`src/rtl/gpu_mem_pkg.sv`:
```
// Shared constants, command kinds and arbiter state encodings for the GPU-to-SDRAM memory path.
// Latency: not applicable (declarations only).
// Backpressure: not applicable (declarations only).
package gpu_mem_pkg;

    localparam int SDRAM_ADDRESS_WIDTH = 30;

    // Byte offset of the HPS-reserved GPU window inside SDRAM.
    localparam logic [SDRAM_ADDRESS_WIDTH-1:0] SDRAM_BYTE_BASE = 30'h3E00_0000;

    typedef enum logic {
        CMD_READ  = 1'b0,
        CMD_WRITE = 1'b1
    } cmd_kind_t;

    localparam logic [0:0] ARB_IDLE  = 1'b0;
    localparam logic [0:0] ARB_ISSUE = 1'b1;

    // Byte address (already zero-extended) to SDRAM word address.
    // The sum wraps modulo 2^30 and the two byte-lane bits are dropped.
    function automatic logic [SDRAM_ADDRESS_WIDTH-1:0] to_word_addr(
        input logic [SDRAM_ADDRESS_WIDTH-1:0] byte_addr,
        input logic [SDRAM_ADDRESS_WIDTH-1:0] base
    );
        logic [SDRAM_ADDRESS_WIDTH-1:0] sum;
        sum = byte_addr + base;
        return {2'b00, sum[SDRAM_ADDRESS_WIDTH-1:2]};
    endfunction

endpackage

```
`src/rtl/sdram_port_arbiter_if.sv`:
```
// Bundle of the per-port GPU Avalon-MM slaves and the single SDRAM Avalon-MM master.
// Latency: none (wires only).
// Backpressure: port_waitrequest toward clients, sdram_waitrequest from SDRAM.
// master modport: the arbiter; slave modport: the surrounding GPU array and SDRAM controller.
interface sdram_port_arbiter_if
    import gpu_mem_pkg::*;
#(
    parameter int NUM_PORTS         = 4,
    parameter int WORD_WIDTH        = 32,
    parameter int GPU_ADDRESS_WIDTH = 24
);

    logic [NUM_PORTS*GPU_ADDRESS_WIDTH-1:0] port_address;
    logic [NUM_PORTS-1:0]                   port_read;
    logic [NUM_PORTS-1:0]                   port_write;
    logic [NUM_PORTS*WORD_WIDTH-1:0]        port_writedata;
    logic [NUM_PORTS-1:0]                   port_waitrequest;
    logic [WORD_WIDTH-1:0]                  port_readdata;
    logic [NUM_PORTS-1:0]                   port_readdatavalid;

    logic [SDRAM_ADDRESS_WIDTH-1:0]         sdram_address;
    logic                                   sdram_read;
    logic                                   sdram_write;
    logic [WORD_WIDTH-1:0]                  sdram_writedata;
    logic                                   sdram_waitrequest;
    logic [WORD_WIDTH-1:0]                  sdram_readdata;
    logic                                   sdram_readdatavalid;

    modport master (
        input  port_address, port_read, port_write, port_writedata,
        output port_waitrequest, port_readdata, port_readdatavalid,
        output sdram_address, sdram_read, sdram_write, sdram_writedata,
        input  sdram_waitrequest, sdram_readdata, sdram_readdatavalid
    );

    modport slave (
        output port_address, port_read, port_write, port_writedata,
        input  port_waitrequest, port_readdata, port_readdatavalid,
        input  sdram_address, sdram_read, sdram_write, sdram_writedata,
        output sdram_waitrequest, sdram_readdata, sdram_readdatavalid
    );

endinterface

```
`src/rtl/pending_read_fifo.sv`:
```
// Port-id FIFO remembering which client owns each outstanding SDRAM read.
// Latency: pushed entry visible at pop_dat one cycle after the push edge.
// Backpressure: push ignored when full (unless popping), pop ignored when empty.
// Ports: clock/reset, push/push_dat, pop/pop_dat (head), full, empty, count.
module pending_read_fifo #(
    parameter int DEPTH = 8,
    parameter int WIDTH = 2,
    parameter int AW    = $clog2(DEPTH)
) (
    input  logic             clock,
    input  logic             reset,
    input  logic             push,
    input  logic [WIDTH-1:0] push_dat,
    input  logic             pop,
    output logic [WIDTH-1:0] pop_dat,
    output logic             full,
    output logic             empty,
    output logic [AW:0]      count
);

    logic [WIDTH-1:0] mem [DEPTH];
    logic [AW-1:0]    wr_ptr;
    logic [AW-1:0]    rd_ptr;
    logic             do_push;
    logic             do_pop;

    assign full    = (count == (AW+1)'(DEPTH));
    assign empty   = (count == '0);
    assign do_pop  = pop & ~empty;
    assign do_push = push & (~full | do_pop);
    assign pop_dat = mem[rd_ptr];

    always_ff @(posedge clock) begin
        if (do_push) begin
            mem[wr_ptr] <= push_dat;
        end
    end

    // Pointers wrap naturally because DEPTH is a power of two.
    always_ff @(posedge clock) begin
        if (reset) begin
            wr_ptr <= '0;
            rd_ptr <= '0;
            count  <= '0;
        end else begin
            if (do_push) wr_ptr <= wr_ptr + 1'b1;
            if (do_pop)  rd_ptr <= rd_ptr + 1'b1;
            count <= count + (AW+1)'(do_push) - (AW+1)'(do_pop);
        end
    end

endmodule

```
`src/rtl/sdram_port_arbiter.sv`:
```
// Round-robin arbiter of NUM_PORTS GPU Avalon-MM masters onto one SDRAM master, with read-data routing.
// Latency: command on SDRAM bus 1 cycle after selection; read data to the port 1 cycle after sdram_readdatavalid.
// Backpressure: clients stall on port_waitrequest until their command is accepted by SDRAM; reads stall while the pending FIFO is full.
// Ports: clock, reset (sync, active high), bus (sdram_port_arbiter_if.master), error (sticky protocol error).
module sdram_port_arbiter #(
    parameter int                 NUM_PORTS         = 4,
    parameter int                 WORD_WIDTH        = 32,
    parameter int                 GPU_ADDRESS_WIDTH = 24,
    parameter logic [29:0]        SDRAM_BYTE_BASE   = gpu_mem_pkg::SDRAM_BYTE_BASE,
    parameter int                 MAX_PENDING       = 8
) (
    input  logic                  clock,
    input  logic                  reset,
    sdram_port_arbiter_if.master  bus,
    output logic                  error
);
    import gpu_mem_pkg::*;

    localparam int PW = $clog2(NUM_PORTS);
    localparam int AW = $clog2(MAX_PENDING);
    localparam int AB = SDRAM_ADDRESS_WIDTH;

    logic [0:0]            state;
    logic [PW-1:0]         rr;
    logic [PW-1:0]         cmd_port;
    cmd_kind_t             cmd_kind;
    logic [AB-1:0]         cmd_addr;
    logic [WORD_WIDTH-1:0] cmd_wdata;

    logic                  accept;
    logic                  push;
    logic                  pop;
    logic                  read_ok;
    logic                  sel_vld;
    logic [PW-1:0]         sel_idx;
    logic [PW-1:0]         cand;
    logic [NUM_PORTS-1:0]  elig;
    logic [AB-1:0]         p_addr  [NUM_PORTS];
    logic [WORD_WIDTH-1:0] p_wdata [NUM_PORTS];

    logic [PW-1:0]         fifo_head;
    logic                  fifo_full;
    logic                  fifo_empty;
    logic [AW:0]           fifo_count;
    logic [AW:0]           cnt_next;

    assign accept   = ~reset & (state == ARB_ISSUE) & ~bus.sdram_waitrequest;
    assign push     = accept & (cmd_kind == CMD_READ);
    assign pop      = ~reset & bus.sdram_readdatavalid & ~fifo_empty;

    // A read may only be selected if its FIFO slot is guaranteed once it is
    // accepted, so occupancy is judged after this edge's push and pop.
    // A full FIFO can only gain room through this cycle's pop.
    assign cnt_next = fifo_count + (AW+1)'(push) - (AW+1)'(pop);
    assign read_ok  = fifo_full ? pop : (cnt_next < (AW+1)'(MAX_PENDING));

    always_comb begin
        for (int i = 0; i < NUM_PORTS; i++) begin
            p_addr[i]  = AB'(bus.port_address[i*GPU_ADDRESS_WIDTH +: GPU_ADDRESS_WIDTH]);
            p_wdata[i] = bus.port_writedata[i*WORD_WIDTH +: WORD_WIDTH];
            // The port being accepted now still shows its request; it must not win again at this edge.
            elig[i]    = (bus.port_read[i] | bus.port_write[i])
                       & (~bus.port_read[i] | read_ok)
                       & ~(accept && (cmd_port == PW'(i)));
        end
    end

    // Round-robin search starting just after the last grant.
    always_comb begin
        sel_vld = 1'b0;
        sel_idx = '0;
        cand    = '0;
        for (int k = 1; k <= NUM_PORTS; k++) begin
            cand = PW'((int'(rr) + k) % NUM_PORTS);
            if (!sel_vld && elig[cand]) begin
                sel_vld = 1'b1;
                sel_idx = cand;
            end
        end
    end

    always_comb begin
        bus.port_waitrequest = '1;
        if (accept) begin
            bus.port_waitrequest[cmd_port] = 1'b0;
        end
    end

    assign bus.sdram_read      = (state == ARB_ISSUE) && (cmd_kind == CMD_READ);
    assign bus.sdram_write     = (state == ARB_ISSUE) && (cmd_kind == CMD_WRITE);
    assign bus.sdram_address   = cmd_addr;
    assign bus.sdram_writedata = cmd_wdata;

    always_ff @(posedge clock) begin
        if (reset) begin
            state                  <= ARB_IDLE;
            rr                     <= PW'(NUM_PORTS - 1);
            cmd_port               <= '0;
            cmd_kind               <= CMD_READ;
            cmd_addr               <= '0;
            cmd_wdata              <= '0;
            error                  <= 1'b0;
            bus.port_readdata      <= '0;
            bus.port_readdatavalid <= '0;
        end else begin
            if ((state == ARB_IDLE) || accept) begin
                if (sel_vld) begin
                    state     <= ARB_ISSUE;
                    rr        <= sel_idx;
                    cmd_port  <= sel_idx;
                    // Read wins when a client asserts both; that is flagged.
                    cmd_kind  <= bus.port_read[sel_idx] ? CMD_READ : CMD_WRITE;
                    cmd_addr  <= to_word_addr(p_addr[sel_idx], SDRAM_BYTE_BASE);
                    cmd_wdata <= p_wdata[sel_idx];
                    if (bus.port_read[sel_idx] && bus.port_write[sel_idx]) begin
                        error <= 1'b1;
                    end
                end else begin
                    state <= ARB_IDLE;
                end
            end

            bus.port_readdatavalid <= '0;
            if (bus.sdram_readdatavalid) begin
                if (fifo_empty) begin
                    error <= 1'b1;
                end else begin
                    bus.port_readdatavalid <= NUM_PORTS'(1) << fifo_head;
                    bus.port_readdata      <= bus.sdram_readdata;
                end
            end
        end
    end

    pending_read_fifo #(
        .DEPTH (MAX_PENDING),
        .WIDTH (PW)
    ) u_pending (
        .clock    (clock),
        .reset    (reset),
        .push     (push),
        .push_dat (cmd_port),
        .pop      (pop),
        .pop_dat  (fifo_head),
        .full     (fifo_full),
        .empty    (fifo_empty),
        .count    (fifo_count)
    );

endmodule

```
`src/flat_wrapper.sv`:
```
// flat-port wrapper written by rule: the top's interface ports become plain ports
module sdram_port_arbiter_flat import gpu_mem_pkg::*;
#(
    parameter int                 NUM_PORTS         = 4,
    parameter int                 WORD_WIDTH        = 32,
    parameter int                 GPU_ADDRESS_WIDTH = 24,
    parameter logic [29:0]        SDRAM_BYTE_BASE   = gpu_mem_pkg::SDRAM_BYTE_BASE,
    parameter int                 MAX_PENDING       = 8
)
  (clock, reset, error, bus_port_address, bus_port_read, bus_port_write, bus_port_writedata, bus_port_waitrequest, bus_port_readdata, bus_port_readdatavalid, bus_sdram_address, bus_sdram_read, bus_sdram_write, bus_sdram_writedata, bus_sdram_waitrequest, bus_sdram_readdata, bus_sdram_readdatavalid);
  sdram_port_arbiter_if #(.NUM_PORTS(NUM_PORTS), .WORD_WIDTH(WORD_WIDTH), .GPU_ADDRESS_WIDTH(GPU_ADDRESS_WIDTH)) bus_i ();
  input  logic clock;
  input  logic reset;
  output logic error;
  input wire logic [$bits(bus_i.port_address)-1:0] bus_port_address;
  input wire logic [$bits(bus_i.port_read)-1:0] bus_port_read;
  input wire logic [$bits(bus_i.port_write)-1:0] bus_port_write;
  input wire logic [$bits(bus_i.port_writedata)-1:0] bus_port_writedata;
  output wire logic [$bits(bus_i.port_waitrequest)-1:0] bus_port_waitrequest;
  output wire logic [$bits(bus_i.port_readdata)-1:0] bus_port_readdata;
  output wire logic [$bits(bus_i.port_readdatavalid)-1:0] bus_port_readdatavalid;
  output wire logic [$bits(bus_i.sdram_address)-1:0] bus_sdram_address;
  output wire logic [$bits(bus_i.sdram_read)-1:0] bus_sdram_read;
  output wire logic [$bits(bus_i.sdram_write)-1:0] bus_sdram_write;
  output wire logic [$bits(bus_i.sdram_writedata)-1:0] bus_sdram_writedata;
  input wire logic [$bits(bus_i.sdram_waitrequest)-1:0] bus_sdram_waitrequest;
  input wire logic [$bits(bus_i.sdram_readdata)-1:0] bus_sdram_readdata;
  input wire logic [$bits(bus_i.sdram_readdatavalid)-1:0] bus_sdram_readdatavalid;
  assign bus_i.port_address = bus_port_address;
  assign bus_i.port_read = bus_port_read;
  assign bus_i.port_write = bus_port_write;
  assign bus_i.port_writedata = bus_port_writedata;
  assign bus_port_waitrequest = bus_i.port_waitrequest;
  assign bus_port_readdata = bus_i.port_readdata;
  assign bus_port_readdatavalid = bus_i.port_readdatavalid;
  assign bus_sdram_address = bus_i.sdram_address;
  assign bus_sdram_read = bus_i.sdram_read;
  assign bus_sdram_write = bus_i.sdram_write;
  assign bus_sdram_writedata = bus_i.sdram_writedata;
  assign bus_i.sdram_waitrequest = bus_sdram_waitrequest;
  assign bus_i.sdram_readdata = bus_sdram_readdata;
  assign bus_i.sdram_readdatavalid = bus_sdram_readdatavalid;
  sdram_port_arbiter #(.NUM_PORTS(NUM_PORTS), .WORD_WIDTH(WORD_WIDTH), .GPU_ADDRESS_WIDTH(GPU_ADDRESS_WIDTH), .SDRAM_BYTE_BASE(SDRAM_BYTE_BASE), .MAX_PENDING(MAX_PENDING)) u_core (.clock(clock), .reset(reset), .bus(bus_i), .error(error));
endmodule
```
`config.mk`:
```
export PLATFORM = sky130hd
export DESIGN_NAME = sdram_port_arbiter_flat
export DESIGN_NICKNAME = d
export VERILOG_FILES = /design/src/rtl/gpu_mem_pkg.sv /design/src/rtl/sdram_port_arbiter_if.sv /design/src/rtl/pending_read_fifo.sv /design/src/rtl/sdram_port_arbiter.sv /design/src/flat_wrapper.sv
export SDC_FILE = /design/constraint.sdc
export NUM_CORES = 1
export LEC_CHECK = 0
export CAP_MARGIN = 20
export CORE_AREA = 3 3 143 145
export CTS_BUF_LIST = sky130_fd_sc_hd__clkbuf_4 sky130_fd_sc_hd__clkbuf_8
export DETAILED_ROUTE_END_ITERATION = 8
export DIE_AREA = 0 0 146 148
export PLACE_DENSITY = 0.74
export SYNTH_ARGS = -nofsm -noshare
export SYNTH_HDL_FRONTEND = slang
export SYNTH_SLANG_ARGS = --single-unit
```
`constraint.sdc`:
```
create_clock -name clock -period 4.6 [get_ports clock]
set_input_delay 0.46 -clock clock [delete_from_list [all_inputs] [get_ports clock]]
set_output_delay 0.46 -clock clock [all_outputs]
set_load 0.005 [all_outputs]
```
Word-level counts from Yosys, hierarchy flattened:

Memory sizes are Yosys's and may differ from the RTL's. A register that Yosys moved wholly into a read port is not among the register bits.
Index checks and enable logic that the tools add are counted.

* $add $sub $neg: 11
* magnitude comparators: 9
* eq/ne operators: 4
* shift-type cells: 1
* multiplexer cells: 41
* bitwise operators: 41
* reduce and logical (&&, ||, !) cells: 20

Operator list (number)
* $bmux 32 s2: 1
* $mux 32: 2
* $bmux 30 s2: 1
* $mux 30: 2
* $add 30x30->30 const B: 1
* $mux 1: 21
* $lt 2x3->1 const B: 6
* $and 1x1->1: 15
* $not 1->1: 15
* $bmux 1 s2: 6
* $logic_and 1x1->1: 11
* $or 1x1->1: 9
* $add 4x1->4: 2
* $mux 2: 4
* $sub 4x1->4: 2
* $add 3x1->3 const B: 2
* $mux 3: 2
* $add 2x1->2 const B: 2
* $add 2x2->2 const B: 2
* $eq 2x2->1 const B: 2
* $eq 4x4->1 const B: 1
* $logic_not 4->1: 1
* $lt 4x4->1 const B: 1
* $mux 4: 1
* 12 further kinds: 15

* flip-flop bits (word level): 113
* bits in writable memories: 16
* output and inout bits: 105
* logic and storage cells: 140
* memories: 1

Memory list
* u_core.u_pending.mem: depth 8, width 2, rd ports 1, clocked after memory_dff 1, write ports 1, RTL line pending_read_fifo.sv:21 `logic [WIDTH-1:0] mem [DEPTH];`

Logic depth before layout (Yosys ltp):

* depth in word-level cells: 31
* depth in mapped cells: 17

Hierarchy:

Synthesis repeated with hierarchy kept, for this count alone.

* cell total of the unflattened synthesis: 738
* area total of the unflattened synthesis: 7114.3 um2

By module, submodules not included
* sdram_port_arbiter: times used 1, cells an instance 623, area each 5734.2 um2
* pending_read_fifo: times used 1, cells an instance 115, area each 1380.1 um2

Least setup slack after synthesis:

No wires, ideal clock.

* kind: input to register
* start: input reset
* end: register u_core.cmd_wdata[22], in the netlist u_core.bus.sdram_writedata[22]
* setup time: 0.069 ns
* data arrival time: 3.855 ns
* data required time: 4.531 ns
* slack: 0.676 ns
* stages on the path: 14
* buffers on the path: 2
* cells stage by stage: buf_2 > nand2b_1 > or3_1 > ha_1 > a211o_1 > mux2i_1 > o32ai_4 > a21oi_1 > o22ai_1 > a311o_1 > nor2_4 > buf_4 > mux2_2 > o21ai_1

* longest elaborated chain between the ends: 27
* elaborated cells between the ends (all ways): 58
* those cells by class: 2 x add/sub; 1 x order compare; 20 x mux; 23 x bitwise; 12 x reduce/logical

Ends and longest elaborated chain
* start, declared: RTL line flat_wrapper.sv:13 `input logic reset;`
* $not 1->1: RTL line sdram_port_arbiter.sv:47, sdram_port_arbiter.sv:49
* $and 1x1->1 (2 in a row): RTL line sdram_port_arbiter.sv:47 `assign accept = ~reset & (state == ARB_ISSUE) & ~bus.sdram_waitrequest;`
* $and 1x1->1: RTL line sdram_port_arbiter.sv:48 `assign push = accept & (cmd_kind == CMD_READ);`
* $add 4x1->4: RTL line sdram_port_arbiter.sv:54 `assign cnt_next = fifo_count + (AW+1)'(push) - (AW+1)'(pop);`
* $sub 4x1->4: RTL line sdram_port_arbiter.sv:54
* $lt 4x4->1: RTL line sdram_port_arbiter.sv:55 `assign read_ok = fifo_full ? pop : (cnt_next < (AW+1)'(MAX_PENDING));`
* $mux 1: RTL line sdram_port_arbiter.sv:55
* $or 1x1->1: RTL line sdram_port_arbiter.sv:63 `& (~bus.port_read[i] | read_ok)`
* [9 not listed]
* $logic_and 1x1->1: RTL line sdram_port_arbiter.sv:75 `if (!sel_vld && elig[cand]) begin`
* $mux 1: RTL line sdram_port_arbiter.sv:75
* $logic_not 1->1: RTL line sdram_port_arbiter.sv:75
* $logic_and 1x1->1: RTL line sdram_port_arbiter.sv:75
* $mux 2: RTL line sdram_port_arbiter.sv:75
* $not 2->3 (not written as such): RTL line sdram_port_arbiter.sv:114 `cmd_wdata <= p_wdata[sel_idx];`
* $bmux 32 s2: RTL line sdram_port_arbiter.sv:114
* $mux 32 (not written as such) (2 in a row): RTL line sdram_port_arbiter.sv:114
* end signal, assigned: RTL line sdram_port_arbiter.sv:114
* end, declared: RTL line sdram_port_arbiter.sv:28 `logic [WORD_WIDTH-1:0] cmd_wdata;`

Parallel ways exist; a longest one is shown, timed or not. The select of a mux whose other input is x is not followed.
A chain may end at the register's enable or synchronous reset.

Worst setup path after layout:

* start: register u_core.u_pending.count[2]
* end: register u_core.cmd_wdata[31], in the netlist u_core.bus.sdram_writedata[31]

* longest elaborated chain between the ends: 25
* elaborated cells between the ends (all ways): 47
* those cells by class: 2 x add/sub; 1 x order compare; 1 x eq/ne; 20 x mux; 15 x bitwise; 8 x reduce/logical

Ends and longest elaborated chain
* start, declared: RTL line pending_read_fifo.sv:18 `output logic [AW:0] count`
* start signal, assigned: RTL line pending_read_fifo.sv:48 `count <= count + (AW+1)'(do_push) - (AW+1)'(do_pop);`
* parallel branches: the longest is 5 deep, another holds $add 4x1->4
* $mux 1 *: RTL line sdram_port_arbiter.sv:55
* $or 1x1->1: RTL line sdram_port_arbiter.sv:63
* $and 1x1->1: RTL line sdram_port_arbiter.sv:63
* $and 1x1->1: RTL line sdram_port_arbiter.sv:64 `& ~(accept && (cmd_port == PW'(i)));`
* $bmux 1 s2: RTL line sdram_port_arbiter.sv:75
* $mux 1 (not written as such): RTL line sdram_port_arbiter.sv:75
* $mux 1: RTL line sdram_port_arbiter.sv:75
* [4 not listed]
* $logic_and 1x1->1: RTL line sdram_port_arbiter.sv:75
* $mux 1: RTL line sdram_port_arbiter.sv:75
* $logic_not 1->1: RTL line sdram_port_arbiter.sv:75
* $logic_and 1x1->1: RTL line sdram_port_arbiter.sv:75
* $mux 2: RTL line sdram_port_arbiter.sv:75
* $not 2->3 (not written as such): RTL line sdram_port_arbiter.sv:114
* $bmux 32 s2: RTL line sdram_port_arbiter.sv:114
* $mux 32 (not written as such) (2 in a row): RTL line sdram_port_arbiter.sv:114

Mark *: on every way between the ends. The select of a mux whose other input is x is not followed.

==> metrics.txt <==
outcome=complete, no violations; CTS tree=yes; die area=21600 um2; post-cts sizing count=0; vias in the first global route=6583; Commonest cells post-synth=114 x mux2i_1, 111 x dfxtp_1, 82 x nand2_1; DRC Markers=0; Max VDD drop=334 uV; Clk Latency, worst-skew pair=0.46 ns; grt total ovfl=0; Mapped Area=6970 um2; final hold viol count=0; final net count=1338; count leader, synth=mux2i_1; Async SR Flop Fraction=0%; first-pass GRT wire length=34700 um; Syn Area/Cell=9.73 um2; Post-synth top flop=dfxtp_1; FF+latch count, synth=127; Post-synth EDFFs=16; Fmax=241 MHz; Met1 Wirelength=9040 um; DR vias/cell=4.87; Syn. warnings=0; wire length on met2=11500 um; Min-Delay Path Class=in -> reg; TritonCTS sink count=127; Antenna Nets Post-Route=0; DR WL met3=1580 um; largest fanout on the critical path=42; CTS root buffer=clkbuf_8; Post-CTS Setup Bufs=0; total number of vias=6510; largest net degree at the start of global routing=99; Initial DRT Pass Iterations=4; placer congestion estimate=0.846; ranking of synthesized cells by area=dfxtp_1 32%, mux2i_1 16%, mux2_2 9.1%, edfxtp_1 6.9%, nand3b_1 5.7%; CTS Buffer Depth=2; die width=146 um; IO Count=373; share of layout cells above drive strength 1=11.6%; Lkg Pwr=4.22 nW; htree depth=4; DPL Wire Length=17700 um; CTS clock-pin slew for the worst setup and hold paths=0.10 ns; total power=0.00727 W; proportion of netlist area held by the largest area contributor=31.9%; area grow syn2layout=60.9%; Setup CP Type=reg -> reg; Setup Skew=0.0159 ns; Yosys top cell by area=dfxtp_1; Hold-fix buffers, CTS=0; Max-slew headroom=36.7%; Tcrit/Tclk final=90.3%; core area=19300 um2; PD cells=649 nW/um2; Inserted Clock Buffers=17; Post-Route WL=22700 um; Starting Density=36.0%; ant diodes=0; Setup crit end kind=flip-flop; port buffer count=361; final setup vio count=0; Setup TNS=0 ns; CP required=5.00 ns; Max-Cap Viols=0; antenna violations before repair=0; max-slew violations=0; DRT iter0 DRCs=260; library cells used by synthesis=55; die height=148 um; top layer in use=met4; Least-Margin Pin Slew=0.945 ns; Core Rows=51; Tot GR Track Use=20.3%; Mapped Cells=716; Seq/Total Area, Yosys=38.8%; routed length per placed instance=17.0 um; CP startpoint kind=flip-flop; RSZ-0062 raised after global routing=false; min Tclk post-route=4.16 ns; CP Data Arrival Time=4.55 ns
==> state kept, by name, summed over array words and instances, names as in the netlist, named ones only <==
| name | flops |
|---|---|
| u_core.bus.port_readdatavalid | 4 |
| u_core.bus.sdram_address | 23 |
| u_core.bus.port_readdata | 32 |
| u_core.state | 1 |
| u_core.error | 1 |
| u_core.u_pending.rd_ptr | 3 |
| u_core.u_pending.wr_ptr | 3 |
| u_core.cmd_kind | 1 |
| u_core.u_pending.mem | 16 |
| u_core.bus.sdram_writedata | 32 |
| u_core.rr | 2 |
| u_core.cmd_port | 2 |
| u_core.u_pending.count | 4 |
==> cell usage in the layout (no fill, tap or decap), drive strengths merged, types with 3 or more instances in the layout <==
master         netlist  final
or3                  5      5
nand2b               7      7
nor2                27     27
nor4                 3      3
mux4                 4      4
a21oi               43     43
nor2b                6      6
xor2                 3      3
mux2i              114    114
nor3                 9      9
nand3b              53     53
edfxtp              16     16
xnor2                3      3
mux2                56     56
dfxtp              111    111
nand2               82     82
clkdlybuf4s50        0    360
o21ai               61     61
conb                 1      3
buf                 27     20
a211oi               3      3
clkbuf              30     17
ha                   9      9
inv                 11     20
==> per-layer routing <==
layer,up-vias,global-route usage (%)
met5,-,0
met1,2996,23.3
li1,3247,-
met3,31,5.95
met4,0,6.68
met2,236,36.3
==> critical path: stages (launching register included) <==
cell and delay, ns:
dfxtp_1 0.33, inv_1 0.06, ha_1 0.19, nor3b_2 0.22, or3_1 0.40, ha_1 0.22
a211o_1 0.32, mux2i_1 0.22, o32ai_4 0.15, a21oi_1 0.38, o22ai_1 0.15, a311o_1 0.46
nor2_4 0.14, buf_12 0.24, mux2_2 0.43, o21ai_1 0.14
==> metrics by stage <==
step	hold WS, ns	std cells	area [um2]	setup WS, ns	utilization, %
after detailed placement	0.445	1306	10800	0.164	55.8
after global placement	0.441	1306	10800	0.246	55.8
final	0.328	1338	11200	0.444	58.0
after global routing	0.334	1338	11200	0.0904	58.0
after floorplan	0.453	718	6970	0.676	-
after CTS	0.308	1338	11200	0.430	58.0
==> layout make-up <==
| cell class | instances | area (um2) |
|---|---|---|
| fill | 1721 | 8130 |
| multi-input combinational | 523 | 3910 |
| timing repair buffer | 380 | 3800 |
| sequential | 127 | 2700 |
| tap | 265 | 332 |
| clock buffer | 17 | 234 |
| clock inverter | 15 | 191 |
| inverter | 11 | 41.3 |
==> power breakdown <==
part	switching [W]	total, W	internal [W]
combinational	0.00200	0.00448	0.00248
sequential	0.000240	0.00175	0.00151
clock	0.000534	0.00105	0.000511
total	0.00278	0.00727	0.00450
==> logic make-up (layout without fill, tap and decap cells) <==
| logic type | count (synthesis) | after routing | share of synthesized area (%) |
|---|---|---|---|
| compound gates | 126 | 126 | 10.6 |
| xor+xnor | 6 | 6 | 0.755 |
| fa+ha+maj | 10 | 10 | 1.90 |
| buf+inv | 68 | 423 | 5.34 |
| flops | 127 | 127 | 38.8 |
| mux | 174 | 174 | 26.7 |
| other cells | 1 | 3 | 0.0538 |
| simple gates | 204 | 204 | 15.8 |
==> worst paths after layout <==
kind                                                 start                                     endpoint  slack [ns]  depth (start not counted)
setup reg to reg      u_core.u_pending.count[2]$_SDFF_PP0_  u_core.bus.sdram_writedata[31]$_SDFFE_PP0P_        0.44                         15
setup / recovery      u_core.u_pending.count[2]$_SDFF_PP0_  u_core.bus.sdram_writedata[31]$_SDFFE_PP0P_        0.44                         15
hold / removal                                       reset         u_core.u_pending.count[1]$_SDFF_PP0_        0.33                          2
hold reg to reg   u_core.bus.port_readdata[0]$_SDFFE_PP0P_     u_core.bus.port_readdata[0]$_SDFFE_PP0P_        0.45                          2
Power figures use the tool's default switching activity.
